===== src/rtl/decode_stage.sv =====
// RV32I (optional RV32M) decode stage with a one-entry registered output bundle.
// Divide/remainder words are held back for DIV_CYCLES extra cycles before they become visible.
module decode_stage #(
  parameter int unsigned EN_M       = 0,
  parameter int unsigned DIV_CYCLES = 4
) (
  input  logic        i_clk,
  input  logic        i_reset,
  input  logic [31:0] i_inst,
  input  logic [31:0] i_pc,
  input  logic        i_in_vld,
  output logic        o_in_rdy,
  output logic        o_out_vld,
  input  logic        i_out_rdy,
  input  logic        i_flush,
  output logic [31:0] o_pc,
  output logic [31:0] o_inst,
  output logic [2:0]  o_opImm,
  output logic        o_brUnsigned,
  output logic        o_opaSel,
  output logic        o_opbSel,
  output logic [4:0]  o_aluOp,
  output logic        o_memWrEnable,
  output logic [1:0]  o_wbSel,
  output logic        o_rdWrEnable,
  output logic [4:0]  o_mask,
  output logic        o_isBranch,
  output logic        o_isJump,
  output logic        o_insn_vld,
  output logic        o_mdBusy
);

  typedef enum logic [1:0] {EMPTY, FULL, MD_WAIT} state_t;

  typedef struct packed {
    logic [31:0] pc;
    logic [31:0] inst;
    logic [2:0]  op_imm;
    logic        br_unsigned;
    logic        opa_sel;
    logic        opb_sel;
    logic [4:0]  alu_op;
    logic        mem_wr_enable;
    logic [1:0]  wb_sel;
    logic        rd_wr_enable;
    logic [4:0]  mask;
    logic        is_branch;
    logic        is_jump;
    logic        insn_vld;
  } bundle_t;

  localparam logic [6:0] OP_LUI    = 7'b0110111;
  localparam logic [6:0] OP_AUIPC  = 7'b0010111;
  localparam logic [6:0] OP_JAL    = 7'b1101111;
  localparam logic [6:0] OP_JALR   = 7'b1100111;
  localparam logic [6:0] OP_BRANCH = 7'b1100011;
  localparam logic [6:0] OP_LOAD   = 7'b0000011;
  localparam logic [6:0] OP_STORE  = 7'b0100011;
  localparam logic [6:0] OP_IMM    = 7'b0010011;
  localparam logic [6:0] OP_REG    = 7'b0110011;

  localparam logic [4:0] ALU_ADD  = 5'd0;
  localparam logic [4:0] ALU_SUB  = 5'd1;
  localparam logic [4:0] ALU_SLT  = 5'd2;
  localparam logic [4:0] ALU_SLTU = 5'd3;
  localparam logic [4:0] ALU_XOR  = 5'd4;
  localparam logic [4:0] ALU_OR   = 5'd5;
  localparam logic [4:0] ALU_AND  = 5'd6;
  localparam logic [4:0] ALU_SLL  = 5'd7;
  localparam logic [4:0] ALU_SRL  = 5'd8;
  localparam logic [4:0] ALU_SRA  = 5'd9;
  localparam logic [4:0] ALU_LUI  = 5'd10;
  localparam logic [4:0] ALU_MUL  = 5'd11;
  localparam logic [5:0] DIV_LOAD = 6'(DIV_CYCLES - 1);

  function automatic logic [4:0] mem_mask(input logic [2:0] f3);
    case (f3)
      3'b000:  mem_mask = 5'b00001;
      3'b001:  mem_mask = 5'b00011;
      3'b010:  mem_mask = 5'b01111;
      3'b100:  mem_mask = 5'b10001;
      3'b101:  mem_mask = 5'b10011;
      default: mem_mask = 5'b00000;
    endcase
  endfunction

  function automatic logic [4:0] base_alu(input logic [2:0] f3, input logic alt);
    case (f3)
      3'b000:  base_alu = alt ? ALU_SUB : ALU_ADD;
      3'b001:  base_alu = ALU_SLL;
      3'b010:  base_alu = ALU_SLT;
      3'b011:  base_alu = ALU_SLTU;
      3'b100:  base_alu = ALU_XOR;
      3'b101:  base_alu = alt ? ALU_SRA : ALU_SRL;
      3'b110:  base_alu = ALU_OR;
      default: base_alu = ALU_AND;
    endcase
  endfunction

  state_t     state_q, state_d;
  logic [5:0] cnt_q, cnt_d;
  bundle_t    bundle_q, bundle_d;
  bundle_t    dec;
  logic       dec_div;
  logic       accept;
  logic [6:0] opcode;
  logic [2:0] f3;
  logic [6:0] f7;

  assign opcode = i_inst[6:0];
  assign f3     = i_inst[14:12];
  assign f7     = i_inst[31:25];

  always_comb begin
    dec          = '0;
    dec.pc       = i_pc;
    dec.inst     = i_inst;
    dec.opb_sel  = 1'b1;
    dec.insn_vld = 1'b1;
    dec_div      = 1'b0;
    case (opcode)
      OP_LUI: begin
        dec.op_imm       = 3'b101;
        dec.alu_op       = ALU_LUI;
        dec.rd_wr_enable = 1'b1;
      end
      OP_AUIPC: begin
        dec.op_imm       = 3'b101;
        dec.opa_sel      = 1'b1;
        dec.rd_wr_enable = 1'b1;
      end
      OP_JAL: begin
        dec.op_imm       = 3'b100;
        dec.opa_sel      = 1'b1;
        dec.wb_sel       = 2'b01;
        dec.is_jump      = 1'b1;
        dec.rd_wr_enable = 1'b1;
      end
      OP_JALR: begin
        dec.wb_sel       = 2'b01;
        dec.is_jump      = 1'b1;
        dec.rd_wr_enable = 1'b1;
        dec.insn_vld     = (f3 == 3'b000);
      end
      OP_BRANCH: begin
        dec.op_imm      = 3'b011;
        dec.opa_sel     = 1'b1;
        dec.is_branch   = 1'b1;
        dec.br_unsigned = f3[2] & f3[1];
        dec.insn_vld    = (f3[2:1] != 2'b01);
      end
      OP_LOAD: begin
        dec.wb_sel       = 2'b10;
        dec.rd_wr_enable = 1'b1;
        dec.mask         = mem_mask(f3);
        dec.insn_vld     = !(f3 == 3'b011 || f3 == 3'b110 || f3 == 3'b111);
      end
      OP_STORE: begin
        dec.op_imm        = 3'b010;
        dec.mem_wr_enable = 1'b1;
        dec.mask          = mem_mask(f3);
        dec.insn_vld      = (f3 < 3'b011);
      end
      OP_IMM: begin
        dec.rd_wr_enable = 1'b1;
        if (f3 == 3'b001) begin
          dec.op_imm   = 3'b001;
          dec.alu_op   = ALU_SLL;
          dec.insn_vld = (f7 == 7'b0000000);
        end else if (f3 == 3'b101) begin
          dec.op_imm   = 3'b001;
          dec.alu_op   = f7[5] ? ALU_SRA : ALU_SRL;
          dec.insn_vld = (f7 == 7'b0000000) || (f7 == 7'b0100000);
        end else begin
          dec.alu_op = base_alu(f3, 1'b0);
        end
      end
      OP_REG: begin
        dec.opb_sel      = 1'b0;
        dec.rd_wr_enable = 1'b1;
        case (f7)
          7'b0000000: dec.alu_op = base_alu(f3, 1'b0);
          7'b0100000: begin
            dec.alu_op   = base_alu(f3, 1'b1);
            dec.insn_vld = (f3 == 3'b000) || (f3 == 3'b101);
          end
          7'b0000001: begin
            // M ops occupy a contiguous aluOp range indexed by func3.
            if (EN_M != 0) begin
              dec.alu_op = ALU_MUL + {2'b00, f3};
              dec_div    = f3[2];
            end else begin
              dec.insn_vld = 1'b0;
            end
          end
          default: dec.insn_vld = 1'b0;
        endcase
      end
      default: dec.insn_vld = 1'b0;
    endcase
    if (!dec.insn_vld) begin
      dec.rd_wr_enable  = 1'b0;
      dec.mem_wr_enable = 1'b0;
      dec.is_branch     = 1'b0;
      dec.is_jump       = 1'b0;
      dec.alu_op        = ALU_ADD;
      dec_div           = 1'b0;
    end
  end

  assign o_in_rdy = (state_q == EMPTY) || ((state_q == FULL) && i_out_rdy);
  assign accept   = i_in_vld && o_in_rdy && !i_flush;

  always_comb begin
    state_d  = state_q;
    cnt_d    = cnt_q;
    bundle_d = bundle_q;
    if (accept) bundle_d = dec;
    if (i_flush) begin
      state_d = EMPTY;
      cnt_d   = '0;
    end else if (accept) begin
      state_d = dec_div ? MD_WAIT : FULL;
      cnt_d   = dec_div ? DIV_LOAD : 6'd0;
    end else begin
      case (state_q)
        MD_WAIT: begin
          if (cnt_q == 6'd0) state_d = FULL;
          else               cnt_d   = cnt_q - 6'd1;
        end
        FULL:    if (i_out_rdy) state_d = EMPTY;
        default: ;
      endcase
    end
  end

  always_ff @(posedge i_clk or negedge i_reset) begin
    if (!i_reset) begin
      state_q  <= EMPTY;
      cnt_q    <= '0;
      bundle_q <= '0;
    end else begin
      state_q  <= state_d;
      cnt_q    <= cnt_d;
      bundle_q <= bundle_d;
    end
  end

  assign o_out_vld     = (state_q == FULL);
  assign o_mdBusy      = (state_q == MD_WAIT);
  assign o_pc          = bundle_q.pc;
  assign o_inst        = bundle_q.inst;
  assign o_opImm       = bundle_q.op_imm;
  assign o_brUnsigned  = bundle_q.br_unsigned;
  assign o_opaSel      = bundle_q.opa_sel;
  assign o_opbSel      = bundle_q.opb_sel;
  assign o_aluOp       = bundle_q.alu_op;
  assign o_memWrEnable = bundle_q.mem_wr_enable;
  assign o_wbSel       = bundle_q.wb_sel;
  assign o_rdWrEnable  = bundle_q.rd_wr_enable;
  assign o_mask        = bundle_q.mask;
  assign o_isBranch    = bundle_q.is_branch;
  assign o_isJump      = bundle_q.is_jump;
  assign o_insn_vld    = bundle_q.insn_vld;

endmodule

===== config.mk =====
export PLATFORM = sky130hd
export DESIGN_NAME = decode_stage
export DESIGN_NICKNAME = d
export VERILOG_FILES = /design/src/rtl/decode_stage.sv
export SDC_FILE = /design/constraint.sdc
export NUM_CORES = 1
export LEC_CHECK = 0
export ABC_AREA = 1
export CORE_UTILIZATION = 25
export CTS_CLUSTER_DIAMETER = 60
export CTS_CLUSTER_SIZE = 20
export DETAILED_ROUTE_END_ITERATION = 10
export GPL_TIMING_DRIVEN = 0
export PLACE_DENSITY = 0.64
export SYNTH_ARGS = -nofsm -noshare
export SYNTH_HDL_FRONTEND = slang
export SYNTH_SLANG_ARGS = --single-unit

===== constraint.sdc =====
create_clock -name i_clk -period 1.4 [get_ports i_clk]
set_clock_uncertainty 0.2 [all_clocks]
set_input_delay 0.14 -clock i_clk [delete_from_list [all_inputs] [get_ports i_clk]]
set_output_delay 0.14 -clock i_clk [all_outputs]
set_load 0.05 [all_outputs]

==> results by group, run 1 <==
Clock network
  • TritonCTS Sinks: 86
  • Latest clock arrival within the worst-skew pair: 0.33 ns
  • Total CTS buffers: 9
  • Clk slew on worst S/H paths: approximately 0.06 ns
  • Clk buf depth: 2
  • Clock H-tree levels: 3
  • Root buf cell: clkbuf_16
  • CTS tree: built

Place
  • Post-Place Setup Slack: -0.6301 ns
  • Post-DP HPWL: ~8000 um
  • I/O Buffers: roughly 160
  • Dpl cells: ~790
  • Gp weighted congestion: 0.8524
  • Post-DP Area: between 0.005 and 0.006 mm^2

Routing
  • 1st-pass router iterations: 4
  • DRC violation count after routing: 0
  • Vias: approximately 3600
  • Detail Route Antenna Nets: 0
  • Vias/cell: 4.343
  • WL final: 11130 um
  • DRT iter0 DRCs: about 130
  • Routed length per instance: about 14 um

Global route
  • Total grt overflow: 0
  • Global-route wire length before repair: ~17000 um
  • Largest net degree at the start of global routing: between 40 and 50
  • Vias in the first global route: about 3500
  • Total Routing Usage GR: 0.1501
  • Initial antenna violation count: 0

STA
  • Count of pins over their slew limit: 0
  • Worst setup margin: -0.03037 ns
  • Final-report setup violation count: 14
  • Minimum clock period after layout: about 1.4 ns
  • Final setup TNS: -0.2848 ns
  • RSZ-0062 raised after global routing: true
  • Max_slew headroom: 0.6106
  • Fin crit share: 1.022
  • Hold Slack: 0.01636 ns
  • Hold Vio Cnt, Final: 0
  • Worst slew pin tran: approximately 0.6 ns
  • Achievable frequency: between 600 and 700 MHz

Setup path
  • R2R setup slack: -0.03 ns
  • CP startpoint kind: flip-flop
  • CP Max Fanout: 10
  • Crit end category: flip-flop
  • Slowest cell delay on critical path: roughly 0.44 ns
  • CP Cell Sequence: nand2_8 > nand2_8 > buf_12 > buf_8 > buf_8 > nand2_1 > nand2_1
  • Number of buffers and inverters on the critical path: 3
  • Critical path data arrival time: approximately 1.5 ns
  • WS Path Type: flip-flop to flip-flop
  • Worst path depth: 7
  • R2r worst-path depth: 7
  • CP Data Required Time: approximately 1.4 ns
  • CP delay by family, top: flip-flops
  • Crit-path slowest cell: dfrtp_2

Layout
  • # fillers: between 1500 and 2000
  • Antenna Cells: 0
  • Nets: 700
  • Multi-input logic area: ~0.0015 mm^2
  • Layout cells sized above 1: 0.2866
  • Layout area overhead: 55.63%
  • Register area: approximately 0.0022 mm^2
  • Final Cell Area: about 0.0058 mm^2
  • Final cell count without fillers: slightly above 800

Synthesis
  • Top-count cell post-synth: nand2_1
  • #FFs+latches synth: 86
  • Post-synth top area share: 0.5817
  • Mapped Cells: approximately 450
  • Syn Area/Cell: between 8 and 9 um^2
  • Synth top area cells: dfrtp_1 (58%), nand2_1 (23%), o21ai_0 (3.0%), nor2_1 (2.3%), buf_2 (2.0%)
  • Mapped Area: 0.003700 mm^2
  • Fraction of registers with async set/reset: 1.000
  • Sequential-to-total area share from yosys stat: 0.5817
  • Synth Flop Type: dfrtp_1
  • Post-synth top cells: nand2_1 (229), dfrtp_1 (86), nor2_1 (23)
  • Cell variety after synth: 23
  • EDFF count, synth: 0
  • Yosys warns: 0
  • Top cell type by total area after synthesis: dfrtp_1

Floorplanning
  • Die Y: 123.7 um
  • Die area: roughly 0.015 mm^2
  • Die Wd: between 100 and 150 um
  • Row count: between 40 and 50
  • IO Count: ~160
  • Std-Cell Core Area: between 0.01 and 0.015 mm^2
  • Initial Util: 0.2555

Run status
  • Status: complete, but fails checks
  • Failing checks: setup timing

Min path
  • Cell count of the worst hold path: 3
  • HP Class: input pin to flip-flop

Power
  • Leak: 3.067 nW
  • Peak VDD IR: ~0.57 mV
  • PwrDens: 1287 mW/mm^2

Job
  • Max-cap violations: 0
==> worst min-delay path: stages <==
cell and delay, ns:
clkbuf_2 0.15, inv_2 0.13, o31ai_1 0.09
==> cells in the final DEF, fill, tap and decap left out, types with 4 or more instances in the layout <==
cell type	synthesis	final
inv_1	15	11
clkbuf_4	0	4
clkbuf_16	0	10
buf_2	15	89
buf_8	0	4
dlygate4sd2_1	0	13
o21ai_0	22	16
inv_2	5	8
nor2_1	23	16
buf_4	3	11
dfrtp_1	86	85
o21ai_1	2	7
nand3_2	7	9
dlygate4sd3_1	0	11
nand3_1	12	10
clkdlybuf4s50_1	0	50
buf_6	0	4
nand2_1	229	222
nor2_2	4	8
clkbuf_8	0	5
nand2_2	2	7
==> sequential cells by signal, summed over array words and instances (netlist names), 2 cells and up <==
register	count
o_inst	32
o_pc	32
o_wbSel	2
o_mask	4
o_aluOp	4
o_opImm	3
==> final cells by class <==
class,instances,area share
inverters,20,0.01347
well taps,184,0.03998
plain buffers,22,0.03955
repair buffers,173,0.2260
flip-flops and latches,86,0.3740
clock buffers,15,0.04998
multi-input cells,319,0.2571
==> per-layer routing <==
metal,GRT usage,wire length (um),vias up
met5,0,0,-
met4,0.05723,169,0
met3,0.04441,925,13
met2,0.2316,5075,129
met1,0.1974,4954,1664
li1,-,-,1751
==> report_power, final <==
group / internal, mW / total, mW / switching, mW
combinational: 0.603 / 2.21 / 1.61
clock: 1.39 / 2.27 / 0.883
sequential: 2.77 / 2.93 / 0.153
total: 4.76 / 7.41 / 2.65
==> path summary, 6_finish.rpt <==
check	startpoint	to
max	state_q[0]	o_pc[23]
min	i_inst[13]	o_brUnsigned
max reg2reg	state_q[0]	o_pc[23]
min reg2reg	o_pc[21]	o_pc[21]
max in group asynchronous	i_reset	o_inst[26]
min in group asynchronous	i_reset	o_inst[1]
==> cell families (layout without fill, tap and decap cells) <==
kind of cell,Yosys count,after routing,share of synthesized area
AO/OA/AOI/OAI,31,31,0.04566
AND/OR/NAND/NOR,286,286,0.3209
buffers and inverters,42,230,0.05072
other,1,2,0.001014
flip-flops,86,86,0.5817
==> what timing repair did <==
item,in CTS,in global routing
resized for setup,491,22
pin swaps,9,5
cloned,1,1
setup buffers,3,1
setup endpoints to repair,130,88
endpoints found under the hold margin,52,3
hold buffers,8,3
==> per-stage QoR <==
step                      total power, mW  utilization
after CTS                           7.507       0.3908
after global routing                7.781       0.3977
after floorplan                     4.400            -
final                               7.408       0.3977
after detailed placement            5.400       0.3867
after global placement              5.359       0.3855
No activity file was read; power rests on OpenSTA's default activity.
==> inputs of run 2 (changes only) <==
--- a/config.mk
+++ b/config.mk
@@ -6,12 +6,12 @@
 export NUM_CORES = 1
 export LEC_CHECK = 0
 export ABC_AREA = 1
-export CORE_UTILIZATION = 25
+export CORE_UTILIZATION = 38
 export CTS_CLUSTER_DIAMETER = 60
 export CTS_CLUSTER_SIZE = 20
 export DETAILED_ROUTE_END_ITERATION = 10
 export GPL_TIMING_DRIVEN = 0
-export PLACE_DENSITY = 0.64
+export PLACE_DENSITY = 0.86
 export SYNTH_ARGS = -nofsm -noshare
 export SYNTH_HDL_FRONTEND = slang
 export SYNTH_SLANG_ARGS = --single-unit
==> results by group, run 2 (synthesized netlist as in run 1, its figures left out) <==
Place
  • Post-DP HPWL: 7659 um
  • Post-DP Area: between 0.005 and 0.006 mm^2
  • Gp weighted congestion: around 0.92
  • I/O Buffers: around 160

Setup path
  • Crit path launch: i_in_vld
  • Worst r2r src: state_q[0]
  • CP Max Fanout: 11
  • CP startpoint kind: input pin
  • Crit path to: o_rdWrEnable
  • Worst R2R End: o_rdWrEnable
  • CP Data Required Time: around 1.4 ns
  • R2r worst-path depth: 7
  • WS Path Type: input pin to flip-flop
  • R2R setup slack: -0.04 ns
  • Crit end category: flip-flop
  • Critical path data arrival time: between 1 and 1.5 ns

Global route
  • Total Routing Usage GR: 0.2088
  • Largest net degree at the start of global routing: slightly above 60
  • Initial antenna violation count: 0
  • Total grt overflow: 0
  • Global-route wire length before repair: between 15000 and 20000 um
  • Vias in the first global route: between 3000 and 4000

Power
  • Leak: roughly 3.1 nW
  • Sw Ratio: 0.3780
  • Clock power frac: 0.257
  • Internal: 4.315 mW
  • Peak VDD IR: 0.8004 mV
  • Seq pwr share: 0.420
  • P_sw: ~2.6 mW
  • PwrDens: around 1200 mW/mm^2
  • Part of the power in combinational logic: 0.322

Layout
  • Multi-input logic area: between 0.001 and 0.0015 mm^2
  • Layout cells sized above 1: 0.2797
  • # fillers: around 860
  • Register area: about 0.0022 mm^2
  • Nets: about 700
  • Antenna Cells: 0
  • Layout area overhead: 53.91%
  • Commonest cells after routing, fill and taps aside: nand2_1 (223), buf_2 (86), dfrtp_1 (85)
  • Final core occ: 0.6105
  • Most common cell after layout, fill and taps aside: nand2_1
  • Final Cell Area: 0.005694 mm^2

Clock network
  • Latest clock arrival within the worst-skew pair: about 0.34 ns
  • Clk slew on worst S/H paths: 0.09 ns
  • CTS tree: built
  • TritonCTS Sinks: between 80 and 90
  • Total CTS buffers: 9
  • Root buf cell: clkbuf_8
  • Clk buf depth: 2
  • Clock H-tree levels: 3

STA
  • Final-report setup violation count: 17
  • Hold Slack: roughly 0.047 ns
  • Achievable frequency: approximately 690 MHz
  • Worst setup margin: -0.05083 ns
  • Fin crit share: 1.036
  • RSZ-0062 raised after global routing: true
  • Final setup TNS: -0.5457 ns
  • Minimum clock period after layout: between 1 and 1.5 ns
  • Count of pins over their slew limit: 0
  • Hold Vio Cnt, Final: 0

Routing
  • Vias: about 3600
  • Vias/cell: approximately 4.7
  • 1st-pass router iterations: 4
  • DRT iter0 DRCs: about 150
  • DRC violation count after routing: 0
  • Routed length per instance: between 10 and 15 um
  • WL final: 10510 um
  • Detail Route Antenna Nets: 0

Min path
  • HP Class: input pin to flip-flop
  • Cell count of the worst hold path: 4

Job
  • Max-cap violations: 0

Floorplanning
  • IO Count: around 160
  • Std-Cell Core Area: approximately 0.0093 mm^2
  • Die Y: slightly above 100 um
  • Initial Util: 0.3966
  • Die Wd: a little over 100 um
  • Row count: 35
  • Die area: 0.01013 mm^2

Run status
  • Failing checks: setup timing
  • Status: complete, but fails checks
==> run 2: changes by cell type in the layout (fill, tap and decap cells not counted), moves of 3 or more <==
cell	before	now
inv_1	11	14
clkbuf_4	4	1
clkbuf_16	10	3
buf_6	4	12
nor2_2	8	5
buf_2	89	86
dlymetal6s2s_1	0	3
clkbuf_8	5	11
==> run 2: worst max-delay path, stage by stage <==
cell and delay (ns):
clkdlybuf4s50_1 0.45, inv_1 0.06, nor2_2 0.21, nand2_8 0.09, buf_12 0.14, buf_8 0.14, buf_8 0.13, nand2_1 0.05
nand2_1 0.05
==> run 2: what timing repair did <==
action | 4_1_cts | 5_1_grt
setup endpoints to repair | 115 | 85
cloned | 0 | 3
gates resized for setup | 478 | 39
endpoints found under the hold margin | 94 | 5
pin swaps | 8 | 4
hold buffers | 8 | 4
setup buffers | 2 | 4
==> run 2: how the worst min path moves through the flow <==
stage,startpoint,to
finish,i_inst[6],o_wbSel[1]
global route,i_inst[6],o_memWrEnable
CTS,i_inst[2],o_inst[2]
detailed placement,i_reset,o_mask[4]
global placement,o_pc[20],o_pc[20]
floorplan,i_reset,o_aluOp[0]
==> run 2: final cells by class <==
class                           instances  area share
Buffer                                 22     0.04285
Clock buffer                           11     0.02659
Timing Repair Buffer                  177      0.2432
Inverter                               20     0.01318
Tap cell                              129     0.02835
Clock inverter                          5     0.01011
Sequential cell                        86      0.3782
Multi-Input combinational cell        319      0.2575
==> run 2: metrics by stage <==
step                      std cells  power (mW)  setup slack (ns)
final                           769       6.937          -0.05083
after CTS                       758       6.938          -0.04215
after global placement          731       5.333            -3.292
after global routing            769       7.266           -0.1072
after floorplan                 447       4.400           -0.1327
after detailed placement        732       5.393           -0.5494
==> run 2: power groups by stage <==
stage          clock network [mW]  logic [mW]  registers [mW]
2_1_floorplan                   0       0.422            3.98
3_3_place_gp                    0        2.37            2.96
3_5_place_dp                    0        2.42            2.97
4_1_cts                      1.84        2.18            2.92
5_1_grt                      1.94        2.38            2.95
6_report                     1.79        2.24            2.92
==> run 2: layer usage <==
| metal | up-vias | wire length [um] | global-route usage |
|---|---|---|---|
| met3 | 12 | 755 | 0.05825 |
| met1 | 1678 | 4496 | 0.2668 |
| met2 | 133 | 5124 | 0.3472 |
| met5 | - | 0 | 0 |
| li1 | 1754 | - | - |
| met4 | 0 | 129 | 0.06020 |
==> inputs of run 3 (changes only) <==
--- a/config.mk
+++ b/config.mk
@@ -12,6 +12,7 @@
 export DETAILED_ROUTE_END_ITERATION = 10
 export GPL_TIMING_DRIVEN = 0
 export PLACE_DENSITY = 0.86
+export SETUP_SLACK_MARGIN = 0.15
 export SYNTH_ARGS = -nofsm -noshare
 export SYNTH_HDL_FRONTEND = slang
 export SYNTH_SLANG_ARGS = --single-unit
==> results by group, run 3 (synthesized netlist as in run 1, its figures left out) <==
Run status
  • Status: complete, but fails checks
  • Failing checks: setup timing

Routing
  • Routed length per instance: between 15 and 20 um
  • DRT iter0 DRCs: ~170
  • DRC violation count after routing: 0
  • WL final: 12450 um
  • 1st-pass router iterations: 4
  • Vias/cell: 4.717
  • Vias: between 3000 and 4000
  • Detail Route Antenna Nets: 0

Setup path
  • CP Data Required Time: 1.44 ns
  • Crit-path slowest cell: dfrtp_2
  • CP startpoint kind: flip-flop
  • CP delay by family, top: flip-flops
  • CP Max Fanout: 11
  • Worst r2r src: state_q[0]
  • CP Cell Sequence: nand2_8 > nand2_8 > buf_12 > buf_12 > clkbuf_16 > nand2_1 > nand2_1
  • Crit end category: flip-flop
  • Number of buffers and inverters on the critical path: 3
  • Critical path data arrival time: 1.48 ns
  • WS Path Type: flip-flop to flip-flop
  • Crit path launch: state_q[0]
  • Slowest cell delay on critical path: roughly 0.45 ns

STA
  • Hold Vio Cnt, Final: 0
  • Minimum clock period after layout: about 1.4 ns
  • Achievable frequency: between 600 and 700 MHz
  • Fin crit share: 1.033
  • Worst setup margin: -0.04575 ns
  • Count of pins over their slew limit: 0
  • Final-report setup violation count: 18
  • RSZ-0062 raised after global routing: true

Layout
  • Layout area overhead: 84.78%
  • Layout cells sized above 1: 0.3732
  • Nets: 758
  • Most common cell after layout, fill and taps aside: nand2_1
  • Antenna Cells: 0
  • Final Cell Area: roughly 0.007 mm^2
  • Final core occ: 0.7329
  • Commonest cells after routing, fill and taps aside: nand2_1 (205), buf_6 (91), dfrtp_1 (85)
  • Final cell count without fillers: just over 800

Job
  • Max-cap violations: 0

Floorplanning
  • Std-Cell Core Area: a little over 0.009 mm^2
  • IO Count: roughly 160
  • Die Wd: approximately 100 um
  • Die Y: 100.7 um
  • Row count: 35
  • Die area: about 0.010 mm^2
  • Initial Util: 0.3966

Place
  • Post-DP HPWL: approximately 7700 um
  • Post-DP Area: about 0.0055 mm^2
  • I/O Buffers: ~160
  • Dpl cells: ~730
  • Gp weighted congestion: 0.9245

Min path
  • HP Class: input pin to flip-flop
  • HP Start: i_inst[13]

Global route
  • Largest net degree at the start of global routing: between 60 and 70
  • Total Routing Usage GR: 0.2197
  • Initial antenna violation count: 0
  • Global-route wire length before repair: 17330 um
  • Total grt overflow: 0
  • Vias in the first global route: around 3700

Clock network
  • Root buf cell: clkbuf_8
  • Total CTS buffers: 9
  • Clk buf depth: 2
  • TritonCTS Sinks: 86
  • Clk slew on worst S/H paths: about 0.09 ns
  • Clock H-tree levels: 3
  • Latest clock arrival within the worst-skew pair: about 0.34 ns
  • CTS tree: built

Power
  • Peak VDD IR: 0.7085 mV
  • PwrDens: roughly 1100 mW/mm^2
  • Total power: roughly 7.8 mW
  • Leak: about 3.6 nW
[run 3: changes by cell type in the layout (fill, tap and decap cells not counted), moves of 4 or more]
cell / previous run / this run
clkbuf_16: 3 / 7
nand2_4: 2 / 12
nand2_2: 6 / 14
o21ai_1: 6 / 12
buf_4: 12 / 63
o21ai_0: 16 / 7
buf_6: 12 / 91
nand2_1: 223 / 205
buf_2: 86 / 2
[run 3: repair_timing]
item / CTS / global route
setup endpoints to repair: 173 / 173
buffers inserted: 22 / 35
endpoints found under the hold margin: 94 / 2
cloned: 0 / 7
gates resized for setup: 659 / 75
pin swaps: 8 / 4
hold buffers: 9 / 2
[run 3: area by class of cell]
type                            count  area, um^2
Fill cell                         674        2491
Timing Repair Buffer              231        2385
Clock inverter                      3       42.54
Sequential cell                    86        2153
Inverter                           20       75.07
Clock buffer                       13       158.9
Tap cell                          129       161.4
Buffer                             22       267.8
Multi-Input combinational cell    319        1593
[run 3: tightest hold or removal path, cell delays in order]
cell      delay, ns
clkbuf_2       0.13
nand2_1        0.15
o31ai_1        0.09
[run 3: layer usage]
layer | part of all wire | global-route usage | up-vias
li1 | - | - | 1868
met1 | 0.39 | 0.2791 | 1845
met2 | 0.53 | 0.3736 | 152
met3 | 0.065 | 0.05409 | 17
met4 | 0.015 | 0.06132 | 0
met5 | 0 | 0 | -
[run 3: through the flow]
stage	TNS, ns	setup WS, ns	hold WS, ns
2_1_floorplan	-8.222	-0.1327	-0.3556
3_3_place_gp	-288.71	-3.293	0.2557
3_5_place_dp	-34.82	-0.5527	-0.1142
4_1_cts	-0.2548	-0.03154	0.008848
5_1_grt	-2.671	-0.1053	0.005854
6_report	-0.4135	-0.04575	0.008445
[run 3: power by group]
part / total [mW] / switching, mW / internal, mW
logic: 2.98 / 1.74 / 1.23
registers: 2.99 / 0.223 / 2.77
clock network: 1.79 / 0.863 / 0.923
total: 7.76 / 2.83 / 4.93
[run 3: final timing paths]
path | endpoint | slack, ns | cells past startpoint
setup reg to reg | o_rdWrEnable | -0.05 | 7
setup / recovery | o_rdWrEnable | -0.05 | 7
min in group asynchronous | o_opImm[1] | 0.07 | 2
max in group asynchronous | o_aluOp[3] | 0.32 | 3
hold / removal | o_mask[3] | 0.008 | 3
hold reg to reg | o_pc[22] | 0.30 | 2
